--- src/rtl/multu_seq_if.sv ---
// Handshake and operand/result bundle between the EX-stage control path and multu_seq.
interface multu_seq_if #(
  parameter int unsigned WIDTH = 32
);
  logic             start;
  logic [WIDTH-1:0] dataA;
  logic [WIDTH-1:0] dataB;
  logic             busy;
  logic             done;
  logic [WIDTH-1:0] hi;
  logic [WIDTH-1:0] lo;

  modport master (
    output start, dataA, dataB,
    input  busy, done, hi, lo
  );

  modport slave (
    input  start, dataA, dataB,
    output busy, done, hi, lo
  );
endinterface

--- src/rtl/multu_seq.sv ---
// Sequential unsigned WIDTHxWIDTH shift-add multiplier; one iteration per clock,
// product lands in HI/LO on the completion edge and done pulses for one cycle.
module multu_seq #(
  parameter int unsigned WIDTH = 32,
  parameter int unsigned CNT_W = 6
) (
  input logic       clk,
  input logic       reset,
  multu_seq_if.slave bus
);
  localparam logic [1:0] IDLE = 2'd0;
  localparam logic [1:0] RUN  = 2'd1;
  localparam logic [1:0] DONE = 2'd2;

  logic [1:0]         state;
  logic [WIDTH-1:0]   mcand;
  logic [2*WIDTH-1:0] prod;
  logic [2*WIDTH-1:0] prod_nxt;
  logic [WIDTH:0]     sum;
  logic [CNT_W-1:0]   cnt;
  logic [WIDTH-1:0]   hi_r;
  logic [WIDTH-1:0]   lo_r;

  // Carry out of the upper-half add becomes the MSB after the right shift.
  always_comb begin
    sum      = {1'b0, prod[2*WIDTH-1:WIDTH]} + (prod[0] ? {1'b0, mcand} : '0);
    prod_nxt = {sum, prod[WIDTH-1:1]};
  end

  always_ff @(posedge clk or posedge reset) begin
    if (reset) begin
      state <= IDLE;
      mcand <= '0;
      prod  <= '0;
      cnt   <= '0;
      hi_r  <= '0;
      lo_r  <= '0;
    end else begin
      case (state)
        IDLE, DONE: begin
          if (bus.start) begin
            mcand <= bus.dataA;
            prod  <= {{WIDTH{1'b0}}, bus.dataB};
            cnt   <= '0;
            state <= RUN;
          end else begin
            state <= IDLE;
          end
        end
        RUN: begin
          prod <= prod_nxt;
          cnt  <= cnt + 1'b1;
          if (cnt == CNT_W'(WIDTH - 1)) begin
            hi_r  <= prod_nxt[2*WIDTH-1:WIDTH];
            lo_r  <= prod_nxt[WIDTH-1:0];
            state <= DONE;
          end
        end
        default: state <= IDLE;
      endcase
    end
  end

  assign bus.busy = (state == RUN);
  assign bus.done = (state == DONE);
  assign bus.hi   = hi_r;
  assign bus.lo   = lo_r;
endmodule
--- src/flat_wrapper.sv ---
// flat-port wrapper written by rule: the top's interface ports become plain ports
module multu_seq_flat 
#(
  parameter int unsigned WIDTH = 32,
  parameter int unsigned CNT_W = 6
)
  (clk, reset, bus_start, bus_dataA, bus_dataB, bus_busy, bus_done, bus_hi, bus_lo);
  multu_seq_if #(.WIDTH(WIDTH)) bus_i ();
  input logic clk;
  input logic reset;
  input wire logic [$bits(bus_i.start)-1:0] bus_start;
  input wire logic [$bits(bus_i.dataA)-1:0] bus_dataA;
  input wire logic [$bits(bus_i.dataB)-1:0] bus_dataB;
  output wire logic [$bits(bus_i.busy)-1:0] bus_busy;
  output wire logic [$bits(bus_i.done)-1:0] bus_done;
  output wire logic [$bits(bus_i.hi)-1:0] bus_hi;
  output wire logic [$bits(bus_i.lo)-1:0] bus_lo;
  assign bus_i.start = bus_start;
  assign bus_i.dataA = bus_dataA;
  assign bus_i.dataB = bus_dataB;
  assign bus_busy = bus_i.busy;
  assign bus_done = bus_i.done;
  assign bus_hi = bus_i.hi;
  assign bus_lo = bus_i.lo;
  multu_seq #(.WIDTH(WIDTH), .CNT_W(CNT_W)) u_core (.clk(clk), .reset(reset), .bus(bus_i));
endmodule
--- config.mk ---
export PLATFORM = sky130hd
export DESIGN_NAME = multu_seq_flat
export DESIGN_NICKNAME = d
export VERILOG_FILES = /design/src/rtl/multu_seq_if.sv /design/src/rtl/multu_seq.sv /design/src/flat_wrapper.sv
export SDC_FILE = /design/constraint.sdc
export NUM_CORES = 1
export LEC_CHECK = 0
export CORE_MARGIN = 4
export CORE_UTILIZATION = 55
export CTS_BUF_LIST = sky130_fd_sc_hd__clkbuf_2 sky130_fd_sc_hd__clkbuf_4 sky130_fd_sc_hd__clkbuf_8
export DETAILED_ROUTE_END_ITERATION = 10
export GPL_TIMING_DRIVEN = 1
export PLACE_DENSITY = 0.81
export SYNTH_ARGS = -nofsm -noshare
export SYNTH_HDL_FRONTEND = slang
export SYNTH_SLANG_ARGS = --single-unit
--- constraint.sdc ---
create_clock -name clk -period 8.2 [get_ports clk]
set_input_delay 2.05 -clock clk [delete_from_list [all_inputs] [get_ports clk]]
set_output_delay 2.05 -clock clk [all_outputs]
set_load 0.05 [all_outputs]
* Word-level counts from Yosys, hierarchy flattened
Cells that the tools add are included.
** Word-level totals
- Flip-flop bits (word level) :: 168
- Output and inout port bits :: 66
- Input bits :: 67
** Cells by class
- Equality and inequality tests :: 5
- Add/subtract/negate cells :: 2
- Reduce and logical (&&, ||, !) cells :: 6
- Muxes and demuxes :: 8
** Operators with widths (number)
- 64-bit case mux with 2 select lines :: 1
- 64-bit two-way mux :: 1
- 32-bit by 33-bit adder with 33-bit output :: 1
- 32-bit two-way mux :: 1
- 6-bit case mux with 2 select lines :: 1
- 6-bit by 1-bit adder with 6-bit output (second input constant) :: 1
- 6-bit by 5-bit equality test with 1-bit output (second input constant) :: 1
- 6-bit two-way mux :: 1
- 2-bit AND reduction :: 3
- 2-bit case mux with 2 select lines :: 1
- 2-bit by 1-bit equality test with 1-bit output (second input constant) :: 1
- 2-bit equality test (second input constant) :: 1
- 2-bit logical NOT :: 1
- 2-bit two-way mux :: 1
- 2-bit by 1-bit inequality test with 1-bit output (second input constant) :: 1
- 2-bit inequality test (second input constant) :: 1
- 2-bit nonzero test :: 1
- 2-bit OR reduction :: 1
- 1-bit two-way mux :: 1

* Depth between registers and ports, before layout
- Depth in word-level cells :: 4
- Depth in mapped cells :: 12
- Mapped depth without buffers :: 11

* Least setup slack after synthesis
Ideal clock, no wire load.
- Kind :: register to output
- Start :: reg u_core.state[1]
- End :: out bus_busy
- Stages on the path, launching flop included :: 6
- Slack :: 4513 ps
- Arrival time :: 1637 ps
- Buffers on the path :: 3
- Path through :: dfrtp_1 nand2b_1 clkbuf_1 inv_2 clkbuf_1 clkbuf_1
** Between the ends
- Cells in the longest elaborated chain, start to end :: 1
** Ends and longest elaborated chain
- from (decl) :: RTL line multu_seq.sv:15 : logic [1:0] state;
- from (signal assigned) :: RTL line multu_seq.sv:32 : state <= IDLE;
- from (signal assigned) :: RTL line multu_seq.sv:45 : state <= RUN;
- from (signal assigned) :: RTL line multu_seq.sv:47 : state <= IDLE;
- 2-bit by 1-bit equality test with 1-bit output :: RTL line multu_seq.sv:64 : assign bus.busy = (state == RUN);
- to (decl) :: RTL line flat_wrapper.sv:14 : output wire logic [$bits(bus_i.busy)-1:0] bus_busy;
No other way between the ends.

* Worst setup path in the final report
Same ends and word-level chain as after synthesis.

==> summary.md <==
| Metric | Value |
|---|---|
| Area grow syn2layout | 21.87% |
| Die area | 17370 µm² |
| CTS Hold Buffers Added | 0 |
| ANT nets after route | 0 |
| Critical path's top delay family | buffers and inverters |
| Crit Path Category | reg -> out |
| I/O pin count | 133 |
| Yosys top cell by area | dfrtp_1 |
| Hold WS | 0.4715 ns |
| Slowest CP cell | clkdlybuf4s50_1 |
| Worst hold path type | reg -> reg |
| Hold Fails Final Rpt | 0 |
| Reg2reg setup slack | 4.20 ns |
| Synth cell count leaders | nand2_1 (339), dfrtp_1 (168), clkbuf_1 (40), ha_1 (33) |
| Synthesized cell area | 8428 µm² |
| Residual DRC | 0 |
| Initial antenna violation count | 0 |
| N_diodes | 0 |
| Final period util | 50.55% |
| Worst R2R End | u_core.bus.hi[19] |
| Post-CTS Setup Bufs | 0 |
| R2R depth | 7 |
| Mapped Cells | 923 |
| PwrDens | 413.0 nW/µm² |
| DR WL/cell | 16.31 µm |
| Htree depth | 4 |
| Hold Path Depth | 2 |
| Post-synthesis register bit count | 168 |
| Yosys warnings | 0 |
| Critical Path RT | 6.15 ns |
| Die Height | 131.8 µm |
| Sink Count | 168 |
| Tmin final | 4.145 ns |
| Pre-Repair DR Iteration Count | 6 |
| VDD IR max | 0.2923 mV |
| Layout cells sized above 1 | 7.611% |
| Sequence of cells on the critical path | nand2b_1 -> inv_2 -> clkdlybuf4s50_1 |
| Gr usage total | 23.44% |
| Yosys cell types | 58 |
| Startpoint Class | flop |
| Worst setup EP type | output port |
| Max Slew Vio Count | 0 |
| Num CTS Buffers | 17 |
| CTS tree | done |
| Total wire length | 19930 µm |
| Hold Startpoint | u_core.mcand[8] |
| Core ar. | 14750 µm² |
| Worst Path Arrival | 2.10 ns |
| Worst rel slew slack | 27.58% |
| Post-cts resize count | 0 |
| Critical Path Max Stage Delay | 0.86 ns |
| CTS Buffer Depth | 2 |
| Syn nets | 1024 |
| Initial Util | 57.12% |
| Most common flop cell mapped by yosys | dfrtp_1 |
| Placed Area | 9826 µm² |
| Clock-pin slew on the worst setup and hold paths | 0.09 ns |
| Leakage dissipation | 0.004879 µW |
| Synth top area share | 49.88% |
| Worst-Skew Late Latency | 0.47 ns |
| Hold Crit Endpoint | u_core.mcand[8] |
| DR vias | 6861 |
| Chip width | 131.8 µm |
| Crit Path Max Fanout | 9 |
| Pre-CTS WS | 4.148 ns |
| DP HPWL | 13430 µm |
| Root buffer cell | clkbuf_8 |
| Final Setup Violations | 0 |
| Seq/Total Area, Yosys | 49.88% |
| RePlAce Congestion | 0.8857 |
| Gr ovfl total | 0 |
| Status | finished, final reports clean |
| Largest net degree at the start of global routing | 114 |
| RSZ-0062 raised after global routing | false |
| Post-synth EDFFs | 0 |
| Fmax | 241.2 MHz |
| Asr flop ratio synth | 100.0% |
| FF-to-FF Start | u_core.state[1] |
| Worst-Margin Slew | 1.082 ns |
| Number of core rows | 44 |
| Final nets | 1126 |
| First-pass GRT wire length | 33590 µm |
| Syn Area/Cell | 9.131 µm² |
| Initial DRC count | 510 |
| Max-cap violation count | 0 |
| Skew final | 0.01145 ns |
| Top cells by area, synth | dfrtp_1 (50%), nand2_1 (15%), ha_1 (4.9%) |
| Vias in the first global route | 6870 |
| Via-per-instance ratio | 5.615 |
| TNS Setup | 0 ns |
| Worst setup margin | 4.055 ns |
| Bufs and invs on worst path | 2 |
| Count leader, synth | nand2_1 |
| Design area | 10270 µm² |
| Port bufs | 132 |
==> state kept, by name (all words and copies together) (netlist names) <==
name	cells
u_core.bus.lo	32
u_core.cnt	6
u_core.state	2
u_core.prod	64
u_core.mcand	32
u_core.bus.hi	32
==> power breakdown <==
| part | switching [µW] | internal, µW | total [µW] |
|---|---|---|---|
| logic | 1340 | 826 | 2160 |
| registers | 247 | 1180 | 1430 |
| clock network | 311 | 343 | 653 |
==> worst max path at each step <==
stage	slack, ns	depth (start not counted)	startpoint	endpoint
finish	4.05	3	u_core.state[1]	bus_busy
global route	3.85	7	u_core.state[0]	u_core.bus.hi[19]
CTS	4.01	3	u_core.state[0]	bus_busy
detailed placement	4.15	3	reset	u_core.mcand[19]
global placement	4.17	3	reset	u_core.mcand[19]
floorplan	1.60	1	reset	u_core.bus.hi[0]
==> routing by layer <==
metal  vias to the layer above  global-route usage [%]  part of all wire (%)
met2                       172                   38.34                    48
met1                      3323                   31.28                    45
li1                       3335                       -                     -
met3                        31                   5.573                   4.9
met5                         -                       0                     0
met4                         0                   7.235                   2.1
==> cells in the final DEF (no fill, tap or decap), types with 5 or more instances in the layout <==
cell type	Yosys	routed
nand4_1	11	11
nor2_1	24	23
and2_1	32	32
buf_4	0	5
a21oi_2	5	5
a22o_1	27	27
ha_1	33	33
inv_1	7	6
dfrtp_1	168	168
a21o_1	6	6
xnor2_1	10	10
o21ai_0	20	20
mux2_2	12	12
a21oi_1	31	31
o31ai_1	8	8
a22oi_1	32	32
o21ai_1	8	8
o21a_1	8	8
nand2_1	339	338
clkdlybuf4s50_1	0	132
clkbuf_8	0	18
o21bai_1	8	8
xor2_1	14	14
nand3_1	8	8
==> tightest hold or removal path, delay by kind of cell (launching register included) <==
kind / cells / cell delay, ns
DFF: 1 / 0.34
and+or+nand+nor: 2 / 0.10
==> logic make-up (layout without fill, tap and decap cells) <==
| kind of cell | Yosys count | after routing | synth area share, % |
|---|---|---|---|
| AO/OA/AOI/OAI | 187 | 187 | 16.46 |
| XOR/XNOR | 24 | 24 | 2.494 |
| adder cells (fa/ha/maj) | 34 | 34 | 5.137 |
| buffers and inverters | 63 | 178 | 2.969 |
| flip-flops | 168 | 168 | 49.88 |
| multiplexers | 12 | 12 | 1.603 |
| AND/OR/NAND/NOR | 435 | 435 | 21.45 |
==> cell type report <==
cell class	count	area, µm²
multi-input cells	692	3994
flip-flops and latches	168	4204
clock inverters	14	197.7
well taps	184	230.2
clock buffers	18	247.7
inverters	9	38.79
fillers	1204	4483
repair buffers	137	1359
==> per-stage QoR <==
stage	cells	power, µW	util (%)
global placement	1190	3530	66.60
global route	1222	4520	69.62
detailed placement	1190	3589	66.60
CTS	1222	4258	69.62
finish	1222	4242	69.62
floorplan	923	2977	-
Power figures use the tool's default switching activity.
